**src/rtl/id_stage_pipe_pkg.sv**
```systemverilog
`default_nettype none
// ============================================================================
// Module   : mips_dec_pkg
// Purpose  : Shared decode constants for the MIPS ID stage: opcode, funct and
//            REGIMM rt codes, ALU operation codes and the control bundle type.
// Ports    : none (package)
// Revision : 1.0  initial release
// ============================================================================
package mips_dec_pkg;

  // Primary opcodes (instr[31:26])
  localparam logic [5:0] OP_RTYPE  = 6'h00;
  localparam logic [5:0] OP_REGIMM = 6'h01;
  localparam logic [5:0] OP_J      = 6'h02;
  localparam logic [5:0] OP_BEQ    = 6'h04;
  localparam logic [5:0] OP_BNE    = 6'h05;
  localparam logic [5:0] OP_BLEZ   = 6'h06;
  localparam logic [5:0] OP_BGTZ   = 6'h07;
  localparam logic [5:0] OP_ADDI   = 6'h08;
  localparam logic [5:0] OP_ADDIU  = 6'h09;
  localparam logic [5:0] OP_SLTI   = 6'h0A;
  localparam logic [5:0] OP_SLTIU  = 6'h0B;
  localparam logic [5:0] OP_ANDI   = 6'h0C;
  localparam logic [5:0] OP_ORI    = 6'h0D;
  localparam logic [5:0] OP_XORI   = 6'h0E;
  localparam logic [5:0] OP_LW     = 6'h23;
  localparam logic [5:0] OP_SW     = 6'h2B;

  // R-type funct codes (instr[5:0])
  localparam logic [5:0] FN_SLL  = 6'h00;
  localparam logic [5:0] FN_SRL  = 6'h02;
  localparam logic [5:0] FN_SRA  = 6'h03;
  localparam logic [5:0] FN_SLLV = 6'h04;
  localparam logic [5:0] FN_SRLV = 6'h06;
  localparam logic [5:0] FN_SRAV = 6'h07;
  localparam logic [5:0] FN_JR   = 6'h08;
  localparam logic [5:0] FN_ADD  = 6'h20;
  localparam logic [5:0] FN_ADDU = 6'h21;
  localparam logic [5:0] FN_SUB  = 6'h22;
  localparam logic [5:0] FN_SUBU = 6'h23;
  localparam logic [5:0] FN_AND  = 6'h24;
  localparam logic [5:0] FN_OR   = 6'h25;
  localparam logic [5:0] FN_XOR  = 6'h26;
  localparam logic [5:0] FN_NOR  = 6'h27;
  localparam logic [5:0] FN_SLT  = 6'h2A;
  localparam logic [5:0] FN_SLTU = 6'h2B;

  // REGIMM branch selectors (instr[20:16])
  localparam logic [4:0] RT_BLTZ = 5'h00;
  localparam logic [4:0] RT_BGEZ = 5'h01;

  // ALU operation codes
  localparam logic [4:0] ALU_ADD  = 5'd0;
  localparam logic [4:0] ALU_AND  = 5'd1;
  localparam logic [4:0] ALU_XOR  = 5'd2;
  localparam logic [4:0] ALU_OR   = 5'd3;
  localparam logic [4:0] ALU_NOR  = 5'd4;
  localparam logic [4:0] ALU_SUB  = 5'd5;
  localparam logic [4:0] ALU_ANDI = 5'd6;
  localparam logic [4:0] ALU_XORI = 5'd7;
  localparam logic [4:0] ALU_ORI  = 5'd8;
  localparam logic [4:0] ALU_JR   = 5'd9;
  localparam logic [4:0] ALU_BEQ  = 5'd10;
  localparam logic [4:0] ALU_BNE  = 5'd11;
  localparam logic [4:0] ALU_BGEZ = 5'd12;
  localparam logic [4:0] ALU_BGTZ = 5'd13;
  localparam logic [4:0] ALU_BLEZ = 5'd14;
  localparam logic [4:0] ALU_BLTZ = 5'd15;
  localparam logic [4:0] ALU_SLL  = 5'd16;
  localparam logic [4:0] ALU_SRL  = 5'd17;
  localparam logic [4:0] ALU_SRA  = 5'd18;
  localparam logic [4:0] ALU_SLT  = 5'd19;
  localparam logic [4:0] ALU_SLTU = 5'd20;

  typedef struct packed {
    logic reg_write;
    logic mem_read;
    logic mem_write;
    logic mem_to_reg;
    logic reg_dst;
    logic alu_src_a;
    logic alu_src_b;
    logic j;
    logic jr;
    logic branch;
  } ctrl_t;

  // Logical immediates are zero-extended; everything else sign-extends.
  function automatic logic is_zext_op(input logic [5:0] op);
    return (op == OP_ANDI) || (op == OP_ORI) || (op == OP_XORI);
  endfunction

endpackage
`default_nettype wire

```
**src/rtl/id_stage_pipe_if.sv**
```systemverilog
`default_nettype none
// ============================================================================
// Module   : id_stage_pipe_if
// Purpose  : Fetch-side and execute-side signals of the ID stage.
// Ports    : master = fetch/execute environment, slave = ID stage.
//            in_valid/in_instr/in_ready  fetch handshake
//            flush                       taken branch/jump kill
//            out_ready/out_valid/out_*   ID/EX register and handshake
//            stall_cnt/flush_cnt         event counters
// Revision : 1.0  initial release
// ============================================================================
interface id_stage_pipe_if #(
  parameter int DATA_W = 32,
  parameter int RA_W   = 5,
  parameter int ALU_W  = 5,
  parameter int CNT_W  = 16
);
  logic              in_valid;
  logic [DATA_W-1:0] in_instr;
  logic              in_ready;
  logic              flush;
  logic              out_ready;
  logic              out_valid;
  logic [ALU_W-1:0]  out_alu_code;
  logic              out_reg_write;
  logic              out_mem_read;
  logic              out_mem_write;
  logic              out_mem_to_reg;
  logic              out_reg_dst;
  logic              out_alu_src_a;
  logic              out_alu_src_b;
  logic              out_j;
  logic              out_jr;
  logic              out_branch;
  logic [RA_W-1:0]   out_rs;
  logic [RA_W-1:0]   out_rt;
  logic [RA_W-1:0]   out_wa;
  logic [DATA_W-1:0] out_imm;
  logic [4:0]        out_shamt;
  logic              out_illegal;
  logic [CNT_W-1:0]  stall_cnt;
  logic [CNT_W-1:0]  flush_cnt;

  modport master (
    output in_valid, in_instr, flush, out_ready,
    input  in_ready, out_valid, out_alu_code, out_reg_write, out_mem_read,
           out_mem_write, out_mem_to_reg, out_reg_dst, out_alu_src_a,
           out_alu_src_b, out_j, out_jr, out_branch, out_rs, out_rt, out_wa,
           out_imm, out_shamt, out_illegal, stall_cnt, flush_cnt
  );

  modport slave (
    input  in_valid, in_instr, flush, out_ready,
    output in_ready, out_valid, out_alu_code, out_reg_write, out_mem_read,
           out_mem_write, out_mem_to_reg, out_reg_dst, out_alu_src_a,
           out_alu_src_b, out_j, out_jr, out_branch, out_rs, out_rt, out_wa,
           out_imm, out_shamt, out_illegal, stall_cnt, flush_cnt
  );
endinterface
`default_nettype wire

```
**src/rtl/id_stage_pipe_decoder.sv**
```systemverilog
`default_nettype none
// ============================================================================
// Module   : instr_decoder
// Purpose  : Purely combinational MIPS instruction decode.
// Ports    : instr_i     instruction word
//            ctrl_o      control bundle (zero for NOP and illegal words)
//            alu_code_o  ALU operation code
//            illegal_o   unrecognised encoding
//            reads_rt_o  instruction consumes rt as a source operand
//            rs_o/rt_o/wa_o  source and destination addresses
//            imm_o       extended immediate, shamt_o shift amount
// Revision : 1.0  initial release
// ============================================================================
module instr_decoder
  import mips_dec_pkg::*;
#(
  parameter int DATA_W = 32,
  parameter int RA_W   = 5,
  parameter int ALU_W  = 5
) (
  input  logic [DATA_W-1:0] instr_i,
  output ctrl_t             ctrl_o,
  output logic [ALU_W-1:0]  alu_code_o,
  output logic              illegal_o,
  output logic              reads_rt_o,
  output logic [RA_W-1:0]   rs_o,
  output logic [RA_W-1:0]   rt_o,
  output logic [RA_W-1:0]   wa_o,
  output logic [DATA_W-1:0] imm_o,
  output logic [4:0]        shamt_o
);

  logic [5:0] op;
  logic [5:0] fn;
  logic [4:0] rt_f;
  logic       r_alu, sh_c, i_alu, ld, st, jmp, jreg, br, ill;
  logic [4:0] code;

  assign op   = instr_i[31:26];
  assign fn   = instr_i[5:0];
  assign rt_f = instr_i[20:16];

  always_comb begin
    r_alu      = 1'b0;
    sh_c       = 1'b0;
    i_alu      = 1'b0;
    ld         = 1'b0;
    st         = 1'b0;
    jmp        = 1'b0;
    jreg       = 1'b0;
    br         = 1'b0;
    ill        = 1'b0;
    reads_rt_o = 1'b0;
    code       = ALU_ADD;
    case (op)
      OP_RTYPE: begin
        reads_rt_o = 1'b1;
        // The all-zero word is the canonical NOP, not "sll $0,$0,0".
        if (instr_i[31:0] != 32'h0) begin
          case (fn)
            FN_SLL:           begin sh_c  = 1'b1; code = ALU_SLL;  end
            FN_SRL:           begin sh_c  = 1'b1; code = ALU_SRL;  end
            FN_SRA:           begin sh_c  = 1'b1; code = ALU_SRA;  end
            FN_SLLV:          begin r_alu = 1'b1; code = ALU_SLL;  end
            FN_SRLV:          begin r_alu = 1'b1; code = ALU_SRL;  end
            FN_SRAV:          begin r_alu = 1'b1; code = ALU_SRA;  end
            FN_JR:            begin jreg  = 1'b1; code = ALU_JR;   end
            FN_ADD, FN_ADDU:  begin r_alu = 1'b1; code = ALU_ADD;  end
            FN_SUB, FN_SUBU:  begin r_alu = 1'b1; code = ALU_SUB;  end
            FN_AND:           begin r_alu = 1'b1; code = ALU_AND;  end
            FN_OR:            begin r_alu = 1'b1; code = ALU_OR;   end
            FN_XOR:           begin r_alu = 1'b1; code = ALU_XOR;  end
            FN_NOR:           begin r_alu = 1'b1; code = ALU_NOR;  end
            FN_SLT:           begin r_alu = 1'b1; code = ALU_SLT;  end
            FN_SLTU:          begin r_alu = 1'b1; code = ALU_SLTU; end
            default:          ill = 1'b1;
          endcase
        end
      end
      OP_REGIMM: begin
        case (rt_f)
          RT_BLTZ: begin br = 1'b1; code = ALU_BLTZ; end
          RT_BGEZ: begin br = 1'b1; code = ALU_BGEZ; end
          default: ill = 1'b1;
        endcase
      end
      OP_J:     jmp = 1'b1;
      OP_BEQ:   begin br = 1'b1; code = ALU_BEQ; reads_rt_o = 1'b1; end
      OP_BNE:   begin br = 1'b1; code = ALU_BNE; reads_rt_o = 1'b1; end
      // blez/bgtz have no rt operand; a non-zero rt field is malformed.
      OP_BLEZ:  if (rt_f == 5'd0) begin br = 1'b1; code = ALU_BLEZ; end else ill = 1'b1;
      OP_BGTZ:  if (rt_f == 5'd0) begin br = 1'b1; code = ALU_BGTZ; end else ill = 1'b1;
      OP_ADDI, OP_ADDIU: begin i_alu = 1'b1; code = ALU_ADD;  end
      OP_SLTI:  begin i_alu = 1'b1; code = ALU_SLT;  end
      OP_SLTIU: begin i_alu = 1'b1; code = ALU_SLTU; end
      OP_ANDI:  begin i_alu = 1'b1; code = ALU_ANDI; end
      OP_ORI:   begin i_alu = 1'b1; code = ALU_ORI;  end
      OP_XORI:  begin i_alu = 1'b1; code = ALU_XORI; end
      OP_LW:    ld = 1'b1;
      OP_SW:    begin st = 1'b1; reads_rt_o = 1'b1; end
      default:  ill = 1'b1;
    endcase

    ctrl_o = '0;
    if (!ill) begin
      ctrl_o.reg_write  = ld | r_alu | sh_c | i_alu;
      ctrl_o.reg_dst    = r_alu | sh_c;
      ctrl_o.alu_src_a  = sh_c;
      ctrl_o.alu_src_b  = ld | st | i_alu;
      ctrl_o.mem_read   = ld;
      ctrl_o.mem_to_reg = ld;
      ctrl_o.mem_write  = st;
      ctrl_o.j          = jmp;
      ctrl_o.jr         = jreg;
      ctrl_o.branch     = br;
    end else begin
      code = ALU_ADD;
    end
  end

  assign illegal_o  = ill;
  assign alu_code_o = ALU_W'(code);
  assign rs_o       = RA_W'(instr_i[25:21]);
  assign rt_o       = RA_W'(instr_i[20:16]);
  assign wa_o       = ctrl_o.reg_dst ? RA_W'(instr_i[15:11]) : RA_W'(instr_i[20:16]);
  assign shamt_o    = instr_i[10:6];
  assign imm_o      = is_zext_op(op) ? {{(DATA_W-16){1'b0}}, instr_i[15:0]}
                                     : {{(DATA_W-16){instr_i[15]}}, instr_i[15:0]};

endmodule
`default_nettype wire

```
**src/rtl/id_stage_pipe.sv**
```systemverilog
`default_nettype none
// ============================================================================
// Module   : id_stage_pipe
// Purpose  : Registered MIPS decode stage between fetch and execute, with
//            valid/ready handshake, load-use bubble insertion, branch flush
//            and saturating stall/flush event counters.
// Ports    : clk, rst_n (asynchronous, active low)
//            bus  id_stage_pipe_if.slave: fetch handshake, flush, ID/EX
//                 register outputs and counters
// Revision : 1.0  initial release
// ============================================================================
module id_stage_pipe
  import mips_dec_pkg::*;
#(
  parameter int DATA_W    = 32,
  parameter int RA_W      = 5,
  parameter int ALU_W     = 5,
  parameter int HAZARD_EN = 1,
  parameter int CNT_W     = 16
) (
  input  logic             clk,
  input  logic             rst_n,
  id_stage_pipe_if.slave   bus
);

  // Decoder outputs
  ctrl_t             dec_ctrl;
  logic [ALU_W-1:0]  dec_code;
  logic              dec_illegal;
  logic              dec_reads_rt;
  logic [RA_W-1:0]   dec_rs, dec_rt, dec_wa;
  logic [DATA_W-1:0] dec_imm;
  logic [4:0]        dec_shamt;

  // ID/EX register
  logic              valid_q, valid_d;
  ctrl_t             ctrl_q, ctrl_d;
  logic [ALU_W-1:0]  code_q, code_d;
  logic              illegal_q, illegal_d;
  logic [RA_W-1:0]   rs_q, rs_d, rt_q, rt_d, wa_q, wa_d;
  logic [DATA_W-1:0] imm_q, imm_d;
  logic [4:0]        shamt_q, shamt_d;
  logic [CNT_W-1:0]  stall_cnt_q, stall_cnt_d;
  logic [CNT_W-1:0]  flush_cnt_q, flush_cnt_d;

  logic              hazard;
  logic              in_ready;

  instr_decoder #(
    .DATA_W (DATA_W),
    .RA_W   (RA_W),
    .ALU_W  (ALU_W)
  ) u_dec (
    .instr_i    (bus.in_instr),
    .ctrl_o     (dec_ctrl),
    .alu_code_o (dec_code),
    .illegal_o  (dec_illegal),
    .reads_rt_o (dec_reads_rt),
    .rs_o       (dec_rs),
    .rt_o       (dec_rt),
    .wa_o       (dec_wa),
    .imm_o      (dec_imm),
    .shamt_o    (dec_shamt)
  );

  // A load in ID/EX whose target feeds the incoming instruction cannot be
  // forwarded in time; hold the consumer back one cycle.
  generate
    if (HAZARD_EN != 0) begin : g_hazard
      assign hazard = valid_q & ctrl_q.mem_read & (wa_q != '0) & bus.in_valid &
                      ((wa_q == dec_rs) | ((wa_q == dec_rt) & dec_reads_rt));
    end else begin : g_no_hazard
      assign hazard = 1'b0;
    end
  endgenerate

  assign in_ready = (~valid_q | bus.out_ready) & ~hazard & ~bus.flush;

  always_comb begin
    valid_d     = valid_q;
    ctrl_d      = ctrl_q;
    code_d      = code_q;
    illegal_d   = illegal_q;
    rs_d        = rs_q;
    rt_d        = rt_q;
    wa_d        = wa_q;
    imm_d       = imm_q;
    shamt_d     = shamt_q;
    stall_cnt_d = stall_cnt_q;
    flush_cnt_d = flush_cnt_q;
    if (bus.flush) begin
      valid_d = 1'b0;
      if (flush_cnt_q != '1) flush_cnt_d = flush_cnt_q + CNT_W'(1);
    end else if (valid_q && !bus.out_ready) begin
      // downstream back-pressure: everything holds
    end else if (hazard) begin
      // hazard implies valid_q, so out_ready is high here: issue a bubble
      valid_d = 1'b0;
      if (stall_cnt_q != '1) stall_cnt_d = stall_cnt_q + CNT_W'(1);
    end else if (bus.in_valid) begin
      valid_d   = 1'b1;
      ctrl_d    = dec_ctrl;
      code_d    = dec_code;
      illegal_d = dec_illegal;
      rs_d      = dec_rs;
      rt_d      = dec_rt;
      wa_d      = dec_wa;
      imm_d     = dec_imm;
      shamt_d   = dec_shamt;
    end else begin
      valid_d = 1'b0;
    end
  end

  always_ff @(posedge clk or negedge rst_n) begin
    if (!rst_n) begin
      valid_q     <= 1'b0;
      ctrl_q      <= '0;
      code_q      <= '0;
      illegal_q   <= 1'b0;
      rs_q        <= '0;
      rt_q        <= '0;
      wa_q        <= '0;
      imm_q       <= '0;
      shamt_q     <= '0;
      stall_cnt_q <= '0;
      flush_cnt_q <= '0;
    end else begin
      valid_q     <= valid_d;
      ctrl_q      <= ctrl_d;
      code_q      <= code_d;
      illegal_q   <= illegal_d;
      rs_q        <= rs_d;
      rt_q        <= rt_d;
      wa_q        <= wa_d;
      imm_q       <= imm_d;
      shamt_q     <= shamt_d;
      stall_cnt_q <= stall_cnt_d;
      flush_cnt_q <= flush_cnt_d;
    end
  end

  assign bus.in_ready       = in_ready;
  assign bus.out_valid      = valid_q;
  assign bus.out_alu_code   = code_q;
  assign bus.out_reg_write  = ctrl_q.reg_write;
  assign bus.out_mem_read   = ctrl_q.mem_read;
  assign bus.out_mem_write  = ctrl_q.mem_write;
  assign bus.out_mem_to_reg = ctrl_q.mem_to_reg;
  assign bus.out_reg_dst    = ctrl_q.reg_dst;
  assign bus.out_alu_src_a  = ctrl_q.alu_src_a;
  assign bus.out_alu_src_b  = ctrl_q.alu_src_b;
  assign bus.out_j          = ctrl_q.j;
  assign bus.out_jr         = ctrl_q.jr;
  assign bus.out_branch     = ctrl_q.branch;
  assign bus.out_rs         = rs_q;
  assign bus.out_rt         = rt_q;
  assign bus.out_wa         = wa_q;
  assign bus.out_imm        = imm_q;
  assign bus.out_shamt      = shamt_q;
  assign bus.out_illegal    = illegal_q;
  assign bus.stall_cnt      = stall_cnt_q;
  assign bus.flush_cnt      = flush_cnt_q;

endmodule
`default_nettype wire

```
**src/flat_wrapper.sv**
```systemverilog
// flat-port wrapper written by rule: the top's interface ports become plain ports
module id_stage_pipe_flat import mips_dec_pkg::*;
#(
  parameter int DATA_W    = 32,
  parameter int RA_W      = 5,
  parameter int ALU_W     = 5,
  parameter int HAZARD_EN = 1,
  parameter int CNT_W     = 16
)
  (clk, rst_n, bus_in_valid, bus_in_instr, bus_flush, bus_out_ready, bus_in_ready, bus_out_valid, bus_out_alu_code, bus_out_reg_write, bus_out_mem_read, bus_out_mem_write, bus_out_mem_to_reg, bus_out_reg_dst, bus_out_alu_src_a, bus_out_alu_src_b, bus_out_j, bus_out_jr, bus_out_branch, bus_out_rs, bus_out_rt, bus_out_wa, bus_out_imm, bus_out_shamt, bus_out_illegal, bus_stall_cnt, bus_flush_cnt);
  id_stage_pipe_if #(.DATA_W(DATA_W), .RA_W(RA_W), .ALU_W(ALU_W), .CNT_W(CNT_W)) bus_i ();
  input  logic clk;
  input  logic rst_n;
  input wire logic [$bits(bus_i.in_valid)-1:0] bus_in_valid;
  input wire logic [$bits(bus_i.in_instr)-1:0] bus_in_instr;
  input wire logic [$bits(bus_i.flush)-1:0] bus_flush;
  input wire logic [$bits(bus_i.out_ready)-1:0] bus_out_ready;
  output wire logic [$bits(bus_i.in_ready)-1:0] bus_in_ready;
  output wire logic [$bits(bus_i.out_valid)-1:0] bus_out_valid;
  output wire logic [$bits(bus_i.out_alu_code)-1:0] bus_out_alu_code;
  output wire logic [$bits(bus_i.out_reg_write)-1:0] bus_out_reg_write;
  output wire logic [$bits(bus_i.out_mem_read)-1:0] bus_out_mem_read;
  output wire logic [$bits(bus_i.out_mem_write)-1:0] bus_out_mem_write;
  output wire logic [$bits(bus_i.out_mem_to_reg)-1:0] bus_out_mem_to_reg;
  output wire logic [$bits(bus_i.out_reg_dst)-1:0] bus_out_reg_dst;
  output wire logic [$bits(bus_i.out_alu_src_a)-1:0] bus_out_alu_src_a;
  output wire logic [$bits(bus_i.out_alu_src_b)-1:0] bus_out_alu_src_b;
  output wire logic [$bits(bus_i.out_j)-1:0] bus_out_j;
  output wire logic [$bits(bus_i.out_jr)-1:0] bus_out_jr;
  output wire logic [$bits(bus_i.out_branch)-1:0] bus_out_branch;
  output wire logic [$bits(bus_i.out_rs)-1:0] bus_out_rs;
  output wire logic [$bits(bus_i.out_rt)-1:0] bus_out_rt;
  output wire logic [$bits(bus_i.out_wa)-1:0] bus_out_wa;
  output wire logic [$bits(bus_i.out_imm)-1:0] bus_out_imm;
  output wire logic [$bits(bus_i.out_shamt)-1:0] bus_out_shamt;
  output wire logic [$bits(bus_i.out_illegal)-1:0] bus_out_illegal;
  output wire logic [$bits(bus_i.stall_cnt)-1:0] bus_stall_cnt;
  output wire logic [$bits(bus_i.flush_cnt)-1:0] bus_flush_cnt;
  assign bus_i.in_valid = bus_in_valid;
  assign bus_i.in_instr = bus_in_instr;
  assign bus_i.flush = bus_flush;
  assign bus_i.out_ready = bus_out_ready;
  assign bus_in_ready = bus_i.in_ready;
  assign bus_out_valid = bus_i.out_valid;
  assign bus_out_alu_code = bus_i.out_alu_code;
  assign bus_out_reg_write = bus_i.out_reg_write;
  assign bus_out_mem_read = bus_i.out_mem_read;
  assign bus_out_mem_write = bus_i.out_mem_write;
  assign bus_out_mem_to_reg = bus_i.out_mem_to_reg;
  assign bus_out_reg_dst = bus_i.out_reg_dst;
  assign bus_out_alu_src_a = bus_i.out_alu_src_a;
  assign bus_out_alu_src_b = bus_i.out_alu_src_b;
  assign bus_out_j = bus_i.out_j;
  assign bus_out_jr = bus_i.out_jr;
  assign bus_out_branch = bus_i.out_branch;
  assign bus_out_rs = bus_i.out_rs;
  assign bus_out_rt = bus_i.out_rt;
  assign bus_out_wa = bus_i.out_wa;
  assign bus_out_imm = bus_i.out_imm;
  assign bus_out_shamt = bus_i.out_shamt;
  assign bus_out_illegal = bus_i.out_illegal;
  assign bus_stall_cnt = bus_i.stall_cnt;
  assign bus_flush_cnt = bus_i.flush_cnt;
  id_stage_pipe #(.DATA_W(DATA_W), .RA_W(RA_W), .ALU_W(ALU_W), .HAZARD_EN(HAZARD_EN), .CNT_W(CNT_W)) u_core (.clk(clk), .rst_n(rst_n), .bus(bus_i));
endmodule
```
**config.mk**
```make
export PLATFORM = sky130hd
export DESIGN_NAME = id_stage_pipe_flat
export DESIGN_NICKNAME = d
export VERILOG_FILES = /design/src/rtl/id_stage_pipe_pkg.sv /design/src/rtl/id_stage_pipe_if.sv /design/src/rtl/id_stage_pipe_decoder.sv /design/src/rtl/id_stage_pipe.sv /design/src/flat_wrapper.sv
export SDC_FILE = /design/constraint.sdc
export NUM_CORES = 1
export LEC_CHECK = 0
export BUFFER_PORTS_ARGS = -buffer_cell sky130_fd_sc_hd__buf_2
export CAP_MARGIN = 20
export CORE_ASPECT_RATIO = 0.7
export CORE_UTILIZATION = 41
export CTS_CLUSTER_DIAMETER = 100
export DETAILED_ROUTE_END_ITERATION = 8
export PLACE_DENSITY = 0.69
export SETUP_SLACK_MARGIN = 0.4
export SYNTH_ARGS = -nofsm -noshare
export SYNTH_HDL_FRONTEND = slang
export SYNTH_SLANG_ARGS = --single-unit
```
**constraint.sdc**
```tcl
create_clock -name clk -period 3.25 [get_ports clk]
set_clock_uncertainty 0.1 [all_clocks]
set_input_delay 0.65 -clock clk [delete_from_list [all_inputs] [get_ports clk]]
set_output_delay 0.65 -clock clk [all_outputs]
set_load 0.01 [all_outputs]
```
# Word-level counts from Yosys, hierarchy flattened
# Cells that the tools add are included.
[totals] reg_bits=101 in_bits=37 output_inout_bits=102 elab_cells=139
[op_classes] addsub=2 n_eq_ne=37 muxes=36 n_bitwise=19 n_reduce_logical=25
[op_table] operator="$pmux W5 S11" count=2
[op_table] operator="$eq A6 B6 Y1 const B" count=12
[op_table] operator="$eq A6 B4 Y1 const B" count=8
[op_table] operator="$eq A6 B3 Y1 const B" count=7
[op_table] operator="$add A16 B1 Y16 const B" count=2
[op_table] operator="$mux W32" count=1
[op_table] operator="$ne A16 B16 Y1 const B" count=2
[op_table] operator="$reduce_bool A32 Y1" count=1
[op_table] operator="$mux W1" count=24
[op_table] operator="$eq A6 B2 Y1 const B" count=3
[op_table] operator="$reduce_or A17 Y1" count=1
[op_table] operator="$mux W5" count=3
[op_table] operator="$reduce_or A2 Y1" count=7
[op_table] operator="$reduce_or A13 Y1" count=1
[op_table] operator="$logic_not A6 Y1" count=2
[op_table] operator="$reduce_or A12 Y1" count=1
[op_table] operator="$eq A5 B5 Y1" count=2
[op_table] operator="$mux W10" count=1
[op_table] operator="$mux W4" count=2
[op_table] operator="$or A1 B1 Y1" count=8
[op_table] operator="$pmux W4 S2" count=1
[op_table] operator="$reduce_and A4 Y1" count=2
[op_table] operator="$and A1 B1 Y1" count=7
[op_table] operator="$reduce_or A7 Y1" count=1
[op_table] operator="14 further kinds" count=18

# Logic depth before layout (Yosys ltp)
[logic_depth] ltp_word=10 mapped_depth=8 mapped_depth_nobuf=7

# Hierarchy
# Synthesis repeated with hierarchy kept, for this count alone.
[hier_totals] hier_cells=475 hier_area_um2=5434.0
[modules_own_cells] mod="id_stage_pipe" n_inst=1 cells_each=298 area_per_inst_um2=4294.1
[modules_own_cells] mod="instr_decoder" n_inst=1 cells_each=177 area_per_inst_um2=1139.8

# Worst setup path before layout
# No wires, ideal clock.
[synth_path] path_type="input to register" startpoint="input port bus_in_instr[31]" endpoint="register u_core.stall_cnt_q[13], in the netlist u_core.bus.stall_cnt[13]" setup_ps=127 arrival_ps=2528 required_time_ps=3023 setup_slack_ps=495 stages=6 path_cell_list="buf_2 or4_1 a2111oi_2 o21ai_1 or4_1 xnor2_1"
[synth_via] elab_chain_cells=7 elab_cells_between_ends=10
[synth_rtl] item="from (decl)" line="flat_wrapper.sv:15" rtl="input wire logic [$bits(bus_i.in_instr)-1:0] bus_in_instr;"
[synth_rtl] item="$eq A6 B3 Y1 (tied with other cells)" line="id_stage_pipe_decoder.sv:55" rtl="case (op)"
[synth_rtl] item="$reduce_or A4 Y1 (no line) *"
[synth_rtl] item="$mux W1 *" line="id_stage_pipe_decoder.sv:55"
[synth_rtl] item="$and A1 B1 Y1 *" line="id_stage_pipe.sv:71" rtl="((wa_q == dec_rs) | ((wa_q == dec_rt) & dec_reads_rt));"
[synth_rtl] item="$or A1 B1 Y1 *" line="id_stage_pipe.sv:71"
[synth_rtl] item="$and A1 B1 Y1 *" line="id_stage_pipe.sv:70" rtl="assign hazard = valid_q & ctrl_q.mem_read & (wa_q != '0) & bus.in_valid &"
[synth_rtl] item="$reduce_and A4 Y1 (no line) *"
[synth_rtl] item="to (signal assigned)" line="id_stage_pipe.sv:138" rtl="stall_cnt_q <= stall_cnt_d;"
[synth_rtl] item="to (decl)" line="id_stage_pipe.sv:43" rtl="logic [CNT_W-1:0] stall_cnt_q, stall_cnt_d;"
# Mark *: on every way between the ends. The rest lies on a longest branch, timed or not.
# A chain may end at the register's enable or synchronous reset.

# Worst setup path in the final report
[layout_path] startpoint="register u_core.wa_q[0], in the netlist u_core.bus.out_wa[0]" endpoint="register u_core.rt_q[2], in the netlist u_core.bus.out_rt[2]"
[layout_via] elab_chain_cells=6 elab_cells_between_ends=10
[layout_rtl] item="from (decl)" line="id_stage_pipe.sv:40" rtl="logic [RA_W-1:0] rs_q, rs_d, rt_q, rt_d, wa_q, wa_d;"
[layout_rtl] item="from (signal assigned)" line="id_stage_pipe.sv:135" rtl="wa_q <= wa_d;"
[layout_rtl] item="$eq A5 B5 Y1 or $reduce_bool A5 Y1 (tied branches)" line="id_stage_pipe.sv:71, id_stage_pipe.sv:70"
[layout_rtl] item="$and A1 B1 Y1 (on tied branches)" line="id_stage_pipe.sv:71, id_stage_pipe.sv:70"
[layout_rtl] item="$or A1 B1 Y1 or $and A1 B1 Y1 (tied branches)" line="id_stage_pipe.sv:71, id_stage_pipe.sv:70"
[layout_rtl] item="$and A1 B1 Y1 *" line="id_stage_pipe.sv:70"
[layout_rtl] item="$not A1 Y1 (no line) *"
[layout_rtl] item="$reduce_and A4 Y1 (no line) *"
[layout_rtl] item="to (signal assigned)" line="id_stage_pipe.sv:134" rtl="rt_q <= rt_d;"
[layout_rtl] item="to (decl)" line="id_stage_pipe.sv:40"
# Marks and branches as above.

==> flow_metrics.env <==
export IMPL_rsz0062_at_grt="yes"
export IMPL_core_area_um2=10360
export IMPL_layout_nets=590
export IMPL_synth_edf_count=0
export IMPL_grt_max_degree=81
export IMPL_syn_inst=432
export IMPL_dieArea_um2=11090
export IMPL_grt_pass1_vias=3415
export IMPL_finalCritPeriodShare_pct=86.03
export IMPL_h_tree_depth=3
export IMPL_finalPower_mw=2.866
export IMPL_io_pins=139
export IMPL_highest_layer="met4"
export IMPL_maxSlewHeadroom_pct=63.47
export IMPL_drc=15
export IMPL_grt_use_total_pct=21.07
export IMPL_met3_length_um=797
export IMPL_violations="DRC"
export IMPL_overflow=0
export IMPL_pwr_share_comb_pct=21.9
export IMPL_cts_root_buf="clkbuf_16"
export IMPL_ant_nets=0
export IMPL_p_leak_nw=2.732
export IMPL_initial_core_util_pct=42.23
export IMPL_worst_pin_slew_ps=543.0
export IMPL_crit_type="reg -> reg"
export IMPL_drt_total_wl_um=10970
export IMPL_path_clk_slew_ps=60
export IMPL_synthToLayoutAreaGrowth_pct=24.09
export IMPL_post_route_util_pct=52.40
export IMPL_fmax_mhz=357.7
export IMPL_p_seq_share_pct=42.8
export IMPL_dp_hpwl_um=8004
export IMPL_ctsLongestPathBuffers=2
export IMPL_nFillCells=917
export IMPL_end_kind="flop"
export IMPL_cp_data_arrival_time_ps=2910
export IMPL_viasPerCell=5.270
export IMPL_grt_first_pass_wirelength_um=18010
export IMPL_io_buffer_count=138
export IMPL_cp_required_ps=3370
export IMPL_ys_ff_latch=80
export IMPL_r2r_setup_slack_ps=450
export IMPL_fin_setup_tns_ps=0
export IMPL_p_int_mw=2.030
export IMPL_status="complete, but fails checks"
export IMPL_avgSynthCellArea_um2=10.12
export IMPL_wl_met1_um=5168
export IMPL_drt_iter0_drc=235
export IMPL_synth_cell_type_count=54
export IMPL_maxSlewViolCount=0
export IMPL_hold_violations=0
export IMPL_peakVddDrop_v=0.0003255
export IMPL_wl_per_cell_um=15.95
export IMPL_gp_congestion=0.9547
export IMPL_yosysWarnings=0
export IMPL_wl_met2_um=4916
export IMPL_ys_seq_area_share_pct=45.78
export IMPL_std_cell_rows=31
export IMPL_num_antenna_cells=0
export IMPL_antenna_found_initial=0
export IMPL_critPathMaxFanout=46
export IMPL_syn_area_um2=4373
export IMPL_hold_slack_ps=102.8
export IMPL_swShare_pct=29.17
export IMPL_cp_start_kind="flop"
export IMPL_drive_above_1_share_pct=36.51
export IMPL_hp_class="in -> async"
export IMPL_clock_sinks=80
export IMPL_synth_nets=471
export IMPL_ys_async_sr_fraction_pct=100.0
export IMPL_die_w_um=125.4
export IMPL_clkPwrFrac_pct=35.3
export IMPL_tritoncts="built"
export IMPL_finalSetupViolCount=0
export IMPL_power_density_nw_per_um2=528.1
export IMPL_drv_cap=0
export IMPL_dr_pass1_iters=7
export IMPL_postCtsHoldBufs=0
export IMPL_p_switching_mw=0.8359
export IMPL_vias=3626
export IMPL_synth_ff_type="dfrtp_1"
export IMPL_finalCriticalPeriod_ps=2796
export IMPL_cts_buffers=9
export IMPL_die_h_um=88.41
export IMPL_clock_latency_ps=330
-- what timing repair did --
action                     in CTS  in global routing
gates resized for setup         7                  1
setup endpoints to repair      27                 28
pin swaps                       2                  3
setup buffers                   2                  0
-- kinds of logic after synthesis --
kind of cell             after synthesis  synth area share, %
flip-flops                            80                45.78
adder cells (fa/ha/maj)                4                1.030
buffers and inverters                 51                6.810
AO/OA/AOI/OAI                         68                10.24
XOR/XNOR                              39                7.811
AND/OR/NAND/NOR                      157                17.85
multiplexers                          33                10.47
-- path summary, 6_finish.rpt --
kind                                                      start                              endpoint  cells after the start
hold reg to reg            u_core.bus.out_reg_write$_DFFE_PN0P_  u_core.bus.out_reg_write$_DFFE_PN0P_                      2
hold / removal                                            rst_n      u_core.bus.out_rs[4]$_DFFE_PN0P_                      1
setup / recovery               u_core.bus.out_wa[0]$_DFFE_PN0P_      u_core.bus.out_rt[2]$_DFFE_PN0P_                      6
max in group asynchronous                                 rst_n  u_core.bus.flush_cnt[13]$_DFFE_PN0P_                      2
setup reg to reg               u_core.bus.out_wa[0]$_DFFE_PN0P_      u_core.bus.out_rt[2]$_DFFE_PN0P_                      6
min in group clk           u_core.bus.out_reg_write$_DFFE_PN0P_  u_core.bus.out_reg_write$_DFFE_PN0P_                      2
-- cell usage after synthesis (5+ instances only) --
master    instances  share of area (%)
dfrtp_1          80                 46
nand2_1          46                3.9
nor2_1           30                2.6
mux2_4           25                8.6
o21ai_0          24                2.7
xor2_1           24                4.8
buf_4            21                3.6
nand3_1          19                2.2
xnor2_1          15                3.0
nor3_1           12                1.4
nor4_1           12                1.7
clkbuf_1         11               0.94
inv_1            11               0.94
a21oi_1          10                1.1
nand4_1           8                1.1
nor2b_1           8                1.1
mux2i_1           6                1.4
or4_1             6                1.0
a31oi_1           5               0.72
-- through the flow --
| step | instances | instance area (um2) | setup slack, ps |
|---|---|---|---|
| 2_1_floorplan | 432 | 4373 | 495.2 |
| 3_3_place_gp | 669 | 5041 | 374.6 |
| 3_5_place_dp | 669 | 5041 | 331.9 |
| 4_1_cts | 687 | 5393 | 402.1 |
| 5_1_grt | 688 | 5426 | 371.7 |
| 6_report | 688 | 5426 | 454.0 |
-- layout make-up --
class | count | area, um2 | share of cell area, %
Inverter | 11 | 41.29 | 0.7609
Timing Repair Buffer | 148 | 800.8 | 14.76
Sequential cell | 80 | 2006 | 36.96
Multi-Input combinational cell | 301 | 2115 | 38.97
Clock buffer | 11 | 242.7 | 4.473
Clock inverter | 5 | 56.30 | 1.038
Tap cell | 132 | 165.2 | 3.044
-- layer usage --
layer	vias to the layer above	GRT usage [%]
li1	1744	-
met3	12	6.348
met1	1711	28.97
met5	-	0
met2	159	32.32
met4	0	6.098
-- cell usage in the layout, fill, tap and decap left out, drive strengths merged, types with 5 or more instances in the layout --
| cell | netlist | routed |
|---|---|---|
| buf | 29 | 148 |
| dfrtp | 80 | 80 |
| nand2 | 46 | 46 |
| nor2 | 30 | 30 |
| o21ai | 28 | 28 |
| mux2 | 27 | 27 |
| xor2 | 24 | 24 |
| nand3 | 19 | 19 |
| xnor2 | 15 | 15 |
| nor3 | 12 | 12 |
| nor4 | 12 | 12 |
| inv | 11 | 11 |
| clkbuf | 11 | 11 |
| a21oi | 10 | 10 |
| nor2b | 8 | 8 |
| nand4 | 8 | 8 |
| or4 | 7 | 7 |
| mux2i | 6 | 6 |
| a31oi | 5 | 5 |
-- power groups by stage --
stage	sequential (mW)	combinational (mW)	clock, mW
global placement	1.24	0.597	0
finish	1.23	0.629	1.01
detailed placement	1.24	0.610	0
global route	1.25	0.692	1.08
floorplan	1.29	0.345	0
CTS	1.23	0.627	1.04
-- worst max-delay path: stages (launching register included) --
cell       delay (ps)
dfrtp_2           410
or4_4             570
o2111ai_4         250
nor4_2            100
or4_2             680
buf_12            230
mux2_4            320
Note: power is estimated with default switching activity, not from simulation.
